File: src/rtl/sine_pwm_dac.sv
// sine_pwm_dac
//   Turns signed samples from the sinewave generator into a single-bit PWM stream
//   for an external RC filter. Each incoming sample lands in a pending buffer.
//   At the last clock of every PWM period the pending sample, if any, moves into
//   the active duty register. The new duty then governs the whole following period.
//   A sample that overwrites an unconsumed pending sample is reported as an overrun.
//
// Ports
//   clk          in   1        system clock
//   reset        in   1        asynchronous, active-high reset
//   sin_val      in   DATA_W   signed two's-complement sample
//   sin_valid    in   1        one-cycle strobe qualifying sin_val
//   pwm_out      out  1        registered PWM output
//   period_start out  1        one-cycle pulse on the first clock of each PWM period
//   sample_taken out  1        one-cycle pulse after pending moved to active duty
//   overrun      out  1        one-cycle pulse after an unconsumed pending sample was overwritten
//   overrun_cnt  out  8        saturating count of overrun events

module sine_pwm_dac #(
    parameter int unsigned DATA_W   = 16,
    parameter int unsigned PWM_BITS = 8
) (
    input  logic              clk,
    input  logic              reset,
    input  logic [DATA_W-1:0] sin_val,
    input  logic              sin_valid,
    output logic              pwm_out,
    output logic              period_start,
    output logic              sample_taken,
    output logic              overrun,
    output logic [7:0]        overrun_cnt
);

    localparam logic [PWM_BITS-1:0] CNT_MAX  = {PWM_BITS{1'b1}};
    localparam logic [PWM_BITS-1:0] DUTY_MID = {1'b1, {(PWM_BITS-1){1'b0}}};
    localparam logic [7:0]          OVR_MAX  = 8'hFF;

    // State
    logic [PWM_BITS-1:0] pwm_cnt_q, pwm_cnt_d;
    logic [PWM_BITS-1:0] pending_q, pending_d;
    logic                pending_full_q, pending_full_d;
    logic [PWM_BITS-1:0] duty_active_q, duty_active_d;
    logic                pwm_out_q, pwm_out_d;
    logic                period_start_q, period_start_d;
    logic                sample_taken_q, sample_taken_d;
    logic                overrun_q, overrun_d;
    logic [7:0]          overrun_cnt_q, overrun_cnt_d;

    // Combinational helpers
    logic [PWM_BITS-1:0] sample_duty;
    logic                period_end;
    logic                transfer;
    logic                overwrite;

    // Offset-binary conversion: flipping the sign bit maps the most negative sample
    // to 0 and the most positive to all-ones; keep only the top PWM_BITS bits.
    assign sample_duty = {~sin_val[DATA_W-1], sin_val[DATA_W-2 -: PWM_BITS-1]};

    assign period_end = (pwm_cnt_q == CNT_MAX);
    assign transfer   = period_end && pending_full_q;
    // A transfer in the same cycle consumes the old sample, so the new one is not an overrun.
    assign overwrite  = sin_valid && pending_full_q && !transfer;

    always_comb begin
        pwm_cnt_d      = pwm_cnt_q + 1'b1;
        pending_d      = pending_q;
        pending_full_d = pending_full_q;
        duty_active_d  = duty_active_q;
        overrun_cnt_d  = overrun_cnt_q;

        if (transfer) begin
            duty_active_d  = pending_q;
            pending_full_d = 1'b0;
        end

        // Capture takes priority over the transfer clearing the flag: the newest sample
        // always ends up pending.
        if (sin_valid) begin
            pending_d      = sample_duty;
            pending_full_d = 1'b1;
        end

        if (overwrite && (overrun_cnt_q != OVR_MAX)) begin
            overrun_cnt_d = overrun_cnt_q + 8'd1;
        end

        // Outputs lag the counter by one clock.
        pwm_out_d      = (pwm_cnt_q < duty_active_q);
        period_start_d = (pwm_cnt_q == '0);
        sample_taken_d = transfer;
        overrun_d      = overwrite;
    end

    always_ff @(posedge clk or posedge reset) begin
        if (reset) begin
            pwm_cnt_q      <= '0;
            pending_q      <= '0;
            pending_full_q <= 1'b0;
            duty_active_q  <= DUTY_MID;
            pwm_out_q      <= 1'b0;
            period_start_q <= 1'b0;
            sample_taken_q <= 1'b0;
            overrun_q      <= 1'b0;
            overrun_cnt_q  <= '0;
        end else begin
            pwm_cnt_q      <= pwm_cnt_d;
            pending_q      <= pending_d;
            pending_full_q <= pending_full_d;
            duty_active_q  <= duty_active_d;
            pwm_out_q      <= pwm_out_d;
            period_start_q <= period_start_d;
            sample_taken_q <= sample_taken_d;
            overrun_q      <= overrun_d;
            overrun_cnt_q  <= overrun_cnt_d;
        end
    end

    assign pwm_out      = pwm_out_q;
    assign period_start = period_start_q;
    assign sample_taken = sample_taken_q;
    assign overrun      = overrun_q;
    assign overrun_cnt  = overrun_cnt_q;

endmodule

File: config.mk
export PLATFORM = sky130hd
export DESIGN_NAME = sine_pwm_dac
export DESIGN_NICKNAME = d
export VERILOG_FILES = /design/src/rtl/sine_pwm_dac.sv
export SDC_FILE = /design/constraint.sdc
export NUM_CORES = 1
export LEC_CHECK = 0
export CAP_MARGIN = 10
export CELL_PAD_IN_SITES_DETAIL_PLACEMENT = 1
export CELL_PAD_IN_SITES_GLOBAL_PLACEMENT = 1
export CORE_MARGIN = 5
export CORE_UTILIZATION = 49
export DETAILED_ROUTE_END_ITERATION = 10
export DONT_BUFFER_PORTS = 1
export PLACE_DENSITY = 0.76
export SLEW_MARGIN = 20
export SYNTH_ARGS = -nofsm -noshare
export SYNTH_HDL_FRONTEND = slang
export SYNTH_SLANG_ARGS = --single-unit
File: constraint.sdc
create_clock -name clk -period 2.2 [get_ports clk]
set_clock_uncertainty 0.2 [all_clocks]
set_input_delay 0.33 -clock clk [delete_from_list [all_inputs] [get_ports clk]]
set_output_delay 0.33 -clock clk [all_outputs]
set_load 0.02 [all_outputs]
# Yosys cells after proc, flatten, opt, wreduce, memory -nomap -nowiden
# Cells that the tools add are included.
# totals
register_bits	37
# op_classes
add_sub_neg	2
n_eq_ne	2
n_reduce_logical	7
order_cmp	1
n_mux	2
bitwise	1
# op_table
cell	count
8-bit by 1-bit adder with 8-bit output (second input constant)	2
8-bit == test (second input constant)	1
8-bit logical NOT	1
8-bit < comparator	1
8-bit != test (second input constant)	1
1-bit logical AND	4
1-bit 2-to-1 mux	2
2-bit nonzero test	1
1-bit logical NOT	1
1-bit inverter	1

# Longest topological paths before layout
# Gate-level depths: netlist of the first run.
# depth
depth_word	5
ltp_mapped	6
depth_no_buf	6

# Least setup slack after synthesis of the first run
# No wires, ideal clock.
# synth_timing
kind	flip-flop to flip-flop
startpoint	reg overrun_cnt_q[0] (netlist: overrun_cnt[0])
endpoint	reg overrun_cnt_q[1] (netlist: overrun_cnt[1])
path_stages_with_launch	6
t_arrival_ns	1.411
setup_slack_ns	0.463
required_ns	1.875
path_cell_list	dfrtp_1 > ha_1 > nand3_1 > nor2_1 > nor2_2 > mux2_4
# synth_between
elab_chain_cells	2
word_cells_on_any_way	3
# synth_rtl
item	line	rtl
start, declared	47	logic [7:0] overrun_cnt_q, overrun_cnt_d;
start signal, assigned	114	overrun_cnt_q <= overrun_cnt_d;
parallel branches: the longest is 2 deep, another holds 8-bit by 1-bit adder with 8-bit output	--	
# Several ways; the timed one is not identified.
# A chain may end at the register's enable or synchronous reset.

# Worst setup path after layout of the first run
# layout_timing
startpoint	in sin_valid
endpoint	reg overrun_cnt_q[4] (netlist: overrun_cnt[4])
# layout_between
elab_chain_cells	3
# layout_rtl
item	line	rtl
start, declared	26	input logic sin_valid,
1-bit logical AND (2 in series)	62	assign overwrite = sin_valid && pending_full_q && !transfer;
1-bit logical AND	83	if (overwrite && (overrun_cnt_q != OVR_MAX)) begin
# No other way between the ends.

==> qor.csv, run 1 <==
stage,metric,value,unit
run_status,status,"finished, final reports clean",
sta,rsz0062_at_grt,no,
clock_tree,hold_buffers,11,
global_routing,gr-total-overflow,0,
run,cap_violations,0,
floorplanning,start_util,50.6,%
power_and_ir_drop,p_sw_share,29.1,%
yosys,async_reset_ff_share,100,%
detailed_routing,wl,3290,um
global_routing,grt_pass1_vias,1179,
detailed_routing,drt-initial-drc-count,64,
floorplanning,dieArea,4690,um^2
clock_tree,cts_setup_buffers,0,
worst_setup_path,ff2ff_setup_slack,270,ps
placed_design,portBuffers,0,
floorplanning,die_x,68.5,um
power_and_ir_drop,p_switching,0.499,mW
floorplanning,core,3310,um^2
clock_tree,path_clk_slew,110,ps
global_routing,antenna_found_initial,0,
finish,final_cell_mix,"dfrtp_1, mux2_2, inv_1",
sta,fmax,508,MHz
worst_setup_path,cp.arrival,2040,ps
power_and_ir_drop,seqPwrFrac,54.7,%
sta,drv_slew,0,
sta,max_slew.worst_pin.slew,474,ps
floorplanning,design.portCount,31,
global_routing,grt_pass1_wl,5660,um
yosys,ys.flop_type,dfrtp_1,
yosys,ys_ff_latch,37,
finish,final_common_cell,dfrtp_1,
clock_tree,cts_made_buffers,5,
floorplanning,die_h,68.5,um
detailed_routing,drt_first_pass_iters,4,
clock_tree,cts-root-buf,clkbuf_4,
placed_design,placedCellCount,180,
finish,area_delta_synth_final,16.7,%
detailed_routing,vias,1068,
worst_setup_path,crit_fanout,9,
worst_setup_path,endpoint_kind,register,
clock_tree,cts_resized,0,
yosys,netlist_area,1670,um^2
power_and_ir_drop,vdd_drop_max,0.000624,V
power_and_ir_drop,p_int,1.21,mW
sta,period_minus_slack,1970,ps
sta,max_slew_margin,68.3,%
yosys,synth_nets,162,
sta,finalCritPeriodShare,89.5,%
worst_setup_path,start_kind,input pin,
floorplanning,rows,21,
sta,finalHoldViolCount,0,
placed_design,dp_hpwl,2240,um
worst_setup_path,crit_end,overrun_cnt[4],
power_and_ir_drop,powerDensity,876,nW/um^2
detailed_routing,drc,0,
worst_setup_path,cp.required,2270,ps
clock_tree,htree_levels,2,
sta,setup_slack,231,ps
finish,drive_gt1_share,20.9,%
sta,setup-violations-final,0,
hold_path,hold_path_class,input pin to async pin,
worst_setup_path,path_class,input pin to register,
power_and_ir_drop,p_comb_share,11.3,%
yosys,ys_warn_count,0,
yosys,synthCells,133,
clock_tree,clk_latency,340,ps
placed_design,gp_congestion,0.731,
clock_tree,cts.sinks,37,
finish,fin_cells,199,
worst_setup_path,rr_endpoint,overrun_cnt[4],
placed_design,post-place-ws,297,ps
clock_tree,clockBufferDepth,2,
yosys,syn_avg_cell_area,12.6,um^2
power_and_ir_drop,leakage,0.916,nW
clock_tree,cts_tree,yes,
worst_setup_path,rr_worst_depth,5,
worst_setup_path,r2r_start,pwm_cnt_q[0],
detailed_routing,antenna_left,0,
worst_setup_path,crit_start,sin_valid,
sta,tns,0,ps
global_routing,grtUsageTotal,17.3,%
yosys,synth_cell_types,31,
detailed_routing,via_per_inst,5.37,
global_routing,grt_max_degree,24,
detailed_routing,wl_per_cell,16.5,um
finish,nNetsFinal,181,
power_and_ir_drop,clkPwrFrac,34.0,%
yosys,ys_seq_area_share,55.4,%
yosys,synth-edff-count,0,
finish,n_antenna_cell,0,
## cells in the mapped netlist, types with 2 or more instances
master    count  area share [%]
nor2_1        5             1.1
nand2b_1      2            0.75
nand3_1       6             1.8
xor2_1        7             3.7
a21o_1        3             1.3
ha_1         10             7.5
nand2_1       4            0.90
nor4_1        3             1.1
mux2i_1       2             1.2
mux2_2       14             9.4
a21oi_1       3            0.90
a31oi_1       2            0.75
xnor2_1       4             2.1
nor3_1        2            0.60
inv_1        13             2.9
dfrtp_1      36              54
nand4_1       3             1.1
## how the worst min path moves through the flow
| stage | start | end | cells after the start |
|---|---|---|---|
| 6_report | reset | overrun_cnt[3] | 3 |
| 5_1_grt | reset | overrun_cnt[5] | 3 |
| 4_1_cts | reset | overrun_cnt[4] | 3 |
| 3_5_place_dp | reset | overrun_cnt[5] | 2 |
| 3_3_place_gp | reset | overrun_cnt[5] | 2 |
| 2_1_floorplan | sin_val[15] | pending_q[7] | 1 |
## state kept, by name, indices dropped and copies added, names as in the netlist
signal and count:
sample_taken 1, pending_full_q 1, period_start 1, overrun_cnt 8, duty_active_q 8, pending_q 8
pwm_cnt_q 8, pwm_out 1, overrun 1
## area by class of cell
type | count | area, um^2
clock buffers | 5 | 37.5
fillers | 343 | 1360
clock inverters | 3 | 65.1
repair buffers | 13 | 125
well taps | 46 | 57.6
flip-flops and latches | 37 | 927
inverters | 14 | 52.6
multi-input cells | 81 | 689
## worst max-delay path, cell delays in order
cell           delay (ps)
dlygate4sd3_1         830
o211ai_4              200
nor4b_1               470
xor2_1                200
## kinds of logic (layout without fill, tap and decap cells)
logic type,after synthesis,count (layout),share of synthesized area [%]
adders and majority gates,10,10,7.47
and+or+nand+nor,31,31,10.9
DFF,37,37,55.4
AOI/OAI and AO/OA,12,12,5.53
muxes,17,17,11.5
buffers and inverters,15,35,3.44
xor gates and xnor gates,11,11,5.75
## per-layer routing
layer / vias up / track usage (%) / wire [um]
li1: 502 / - / -
met1: 546 / 20.3 / 1390
met2: 16 / 28.4 / 1710
met3: 4 / 5.75 / 124
met4: 0 / 8.44 / 61
met5: - / 0 / 0
## stage by stage
stage	utilization (%)	total power, mW	cell area (um^2)	hold WS, ps
2_1_floorplan	-	1.07	1670	223
3_3_place_gp	52.6	1.11	1740	65.2
3_5_place_dp	52.6	1.13	1740	59.9
4_1_cts	59.0	1.73	1950	233
5_1_grt	59.0	1.81	1950	244
6_report	59.0	1.71	1950	232
## power groups by stage
| stage | Combinational, mW | Clock [mW] | Sequential [mW] |
|---|---|---|---|
| after floorplan | 0.148 | 0 | 0.923 |
| after global placement | 0.164 | 0 | 0.946 |
| after detailed placement | 0.176 | 0 | 0.954 |
| after CTS | 0.196 | 0.589 | 0.942 |
| after global routing | 0.219 | 0.631 | 0.955 |
| final | 0.193 | 0.582 | 0.937 |
Note: power is estimated with default switching activity, not from simulation.
==> run 2: changes to the inputs <==
Clock period 2.2 ns to 2 ns, I/O delays scaled along.
==> qor.csv, run 2 (synthesis gave the netlist of run 1 again) <==
stage,metric,value,unit,change
clock_tree,clk_latency,350,ps,about the same
worst_setup_path,start_kind,register,,
floorplanning,core,3310,um^2,unchanged
detailed_routing,wl_per_cell,17.1,um,+3.8%
clock_tree,cts_tree,yes,,
worst_setup_path,endpoint_kind,register,,
worst_setup_path,cp.required,2030,ps,-240 ps
worst_setup_path,path_class,register to register,,
placed_design,dp_hpwl,2390,um,+6.7%
worst_setup_path,rr_endpoint,period_start,,
finish,final_cell_mix,"dfrtp_1, mux2_2, inv_1",,
sta,max_slew.worst_pin.slew,462,ps,-11.2 ps
run,cap_violations,0,,unchanged
clock_tree,clockBufferDepth,2,,unchanged
sta,period_minus_slack,1870,ps,
floorplanning,design.portCount,31,,unchanged
power_and_ir_drop,finalPower,1.76,mW,+2.9%
clock_tree,htree_levels,2,,unchanged
power_and_ir_drop,powerDensity,900,nW/um^2,+2.7%
floorplanning,die_x,68.5,um,unchanged
clock_tree,cts_made_buffers,5,,unchanged
placed_design,portBuffers,0,,unchanged
placed_design,post-place-ws,130,ps,-167 ps
finish,area_delta_synth_final,17.0,%,
sta,finalHoldViolCount,0,,unchanged
sta,max_slew_margin,69.1,%,+0.75 points
run_status,status,"finished, final reports clean",,
worst_setup_path,r2r_start,pwm_cnt_q[0],,
floorplanning,dieArea,4690,um^2,unchanged
detailed_routing,vias,1097,,+2.7%
clock_tree,cts.sinks,37,,unchanged
global_routing,grt_pass1_vias,1240,,+5.2%
worst_setup_path,crit_fanout,4,,-5
sta,finalCritPeriodShare,93.4,%,
detailed_routing,drt-initial-drc-count,29,,-55%
global_routing,gr-total-overflow,0,,unchanged
finish,n_antenna_cell,0,,unchanged
sta,setup-violations-final,0,,unchanged
detailed_routing,via_per_inst,5.35,,-0.29%
power_and_ir_drop,vdd_drop_max,0.000564,V,-9.5%
sta,rsz0062_at_grt,no,,
hold_path,hold_path_class,input pin to async pin,,
detailed_routing,wl,3520,um,+6.9%
worst_setup_path,ff2ff_setup_slack,130,ps,-140 ps
power_and_ir_drop,leakage,0.922,nW,+0.59%
detailed_routing,antenna_left,0,,unchanged
sta,setup_slack,132,ps,-98.6 ps
floorplanning,rows,21,,unchanged
worst_setup_path,rr_worst_depth,4,,-1
placed_design,gp_congestion,0.779,,+6.5%
global_routing,grt_max_degree,15,,-38%
finish,drive_gt1_share,23.3,%,+2.4 points
finish,nNetsFinal,187,,+3.3%
sta,drv_slew,0,,unchanged
clock_tree,cts-root-buf,clkbuf_4,,
floorplanning,die_h,68.5,um,unchanged
finish,final_common_cell,dfrtp_1,,
detailed_routing,drt_first_pass_iters,4,,unchanged
global_routing,grt_pass1_wl,6000,um,+6.1%
floorplanning,start_util,50.6,%,unchanged
sta,tns,0,ps,unchanged
sta,fmax,535,MHz,
clock_tree,path_clk_slew,110,ps,about the same
global_routing,antenna_found_initial,0,,unchanged
worst_setup_path,cp.arrival,1900,ps,-140 ps
detailed_routing,drc,0,,unchanged
global_routing,grtUsageTotal,18.3,%,+1.0 points
run 2: changes by cell type in the layout (fill, tap and decap cells not counted), sizes merged:
| cell | before | now |
|---|---|---|
| buf | 2 | 8 |
| clkbuf | 5 | 8 |
| clkinv | 1 | 0 |
| bufinv | 2 | 0 |
run 2: worst max-delay path by stage:
| stage | from | to | slack, ps | cells after the start |
|---|---|---|---|---|
| finish | pwm_cnt_q[0] | period_start | 130 | 4 |
| global route | sin_valid | overrun_cnt[5] | 20 | 4 |
| CTS | pwm_cnt_q[1] | overrun_cnt[1] | 90 | 5 |
| detailed placement | pwm_cnt_q[1] | overrun_cnt[1] | 130 | 5 |
| global placement | pwm_cnt_q[1] | overrun_cnt[1] | 190 | 5 |
| floorplan | overrun_cnt[0] | overrun_cnt[1] | 260 | 5 |
run 2: timing repair:
item                       in CTS  in global routing
hold endpoints to repair       20                  0
resized for setup               0                  1
setup buffers                   0                  0
setup endpoints to repair       0                  2
hold buffers                   11                  0
run 2: per-layer routing:
layer  vias up  track usage, %  wire length, um
li1        507               -                -
met1       564            20.9             1430
met2        19            30.8             1870
met3         7            6.90              165
met4         0            7.44               53
met5         -               0                0
run 2: metrics by stage:
step	cell area (um^2)	std cells	hold slack (ps)	utilization [%]
final	1960	205	177	59.1
after global routing	1960	205	209	59.1
after CTS	1960	205	196	59.1
after detailed placement	1790	186	20.2	54.0
after global placement	1790	186	21.4	54.0
after floorplan	1670	133	193	-
run 2: power by group:
part	internal, mW	total (mW)	switching (mW)
Sequential	0.834	0.903	0.0686
Clock	0.173	0.417	0.243
Combinational	0.190	0.443	0.252
Total	1.20	1.76	0.564
run 2: layout make-up:
type                    count  area [um^2]
clock buffers               8         58.8
fillers                   365         1350
inverters                  14         52.6
multi-input cells          81          692
flip-flops and latches     37          927
well taps                  46         57.6
repair buffers             19          170
run 2: critical path, stage by stage (launching register included):
cell and delay (ps):
dfrtp_1 430, inv_1 110, ha_1 160, or4b_2 580
nor4_1 270
==> run 3: changes to the inputs <==
Settings changed: ABC_CLOCK_PERIOD_IN_PS set to 2000.
==> results of run 3 <==
The final DEF is identical to that of run 2; final timing and power are the same.
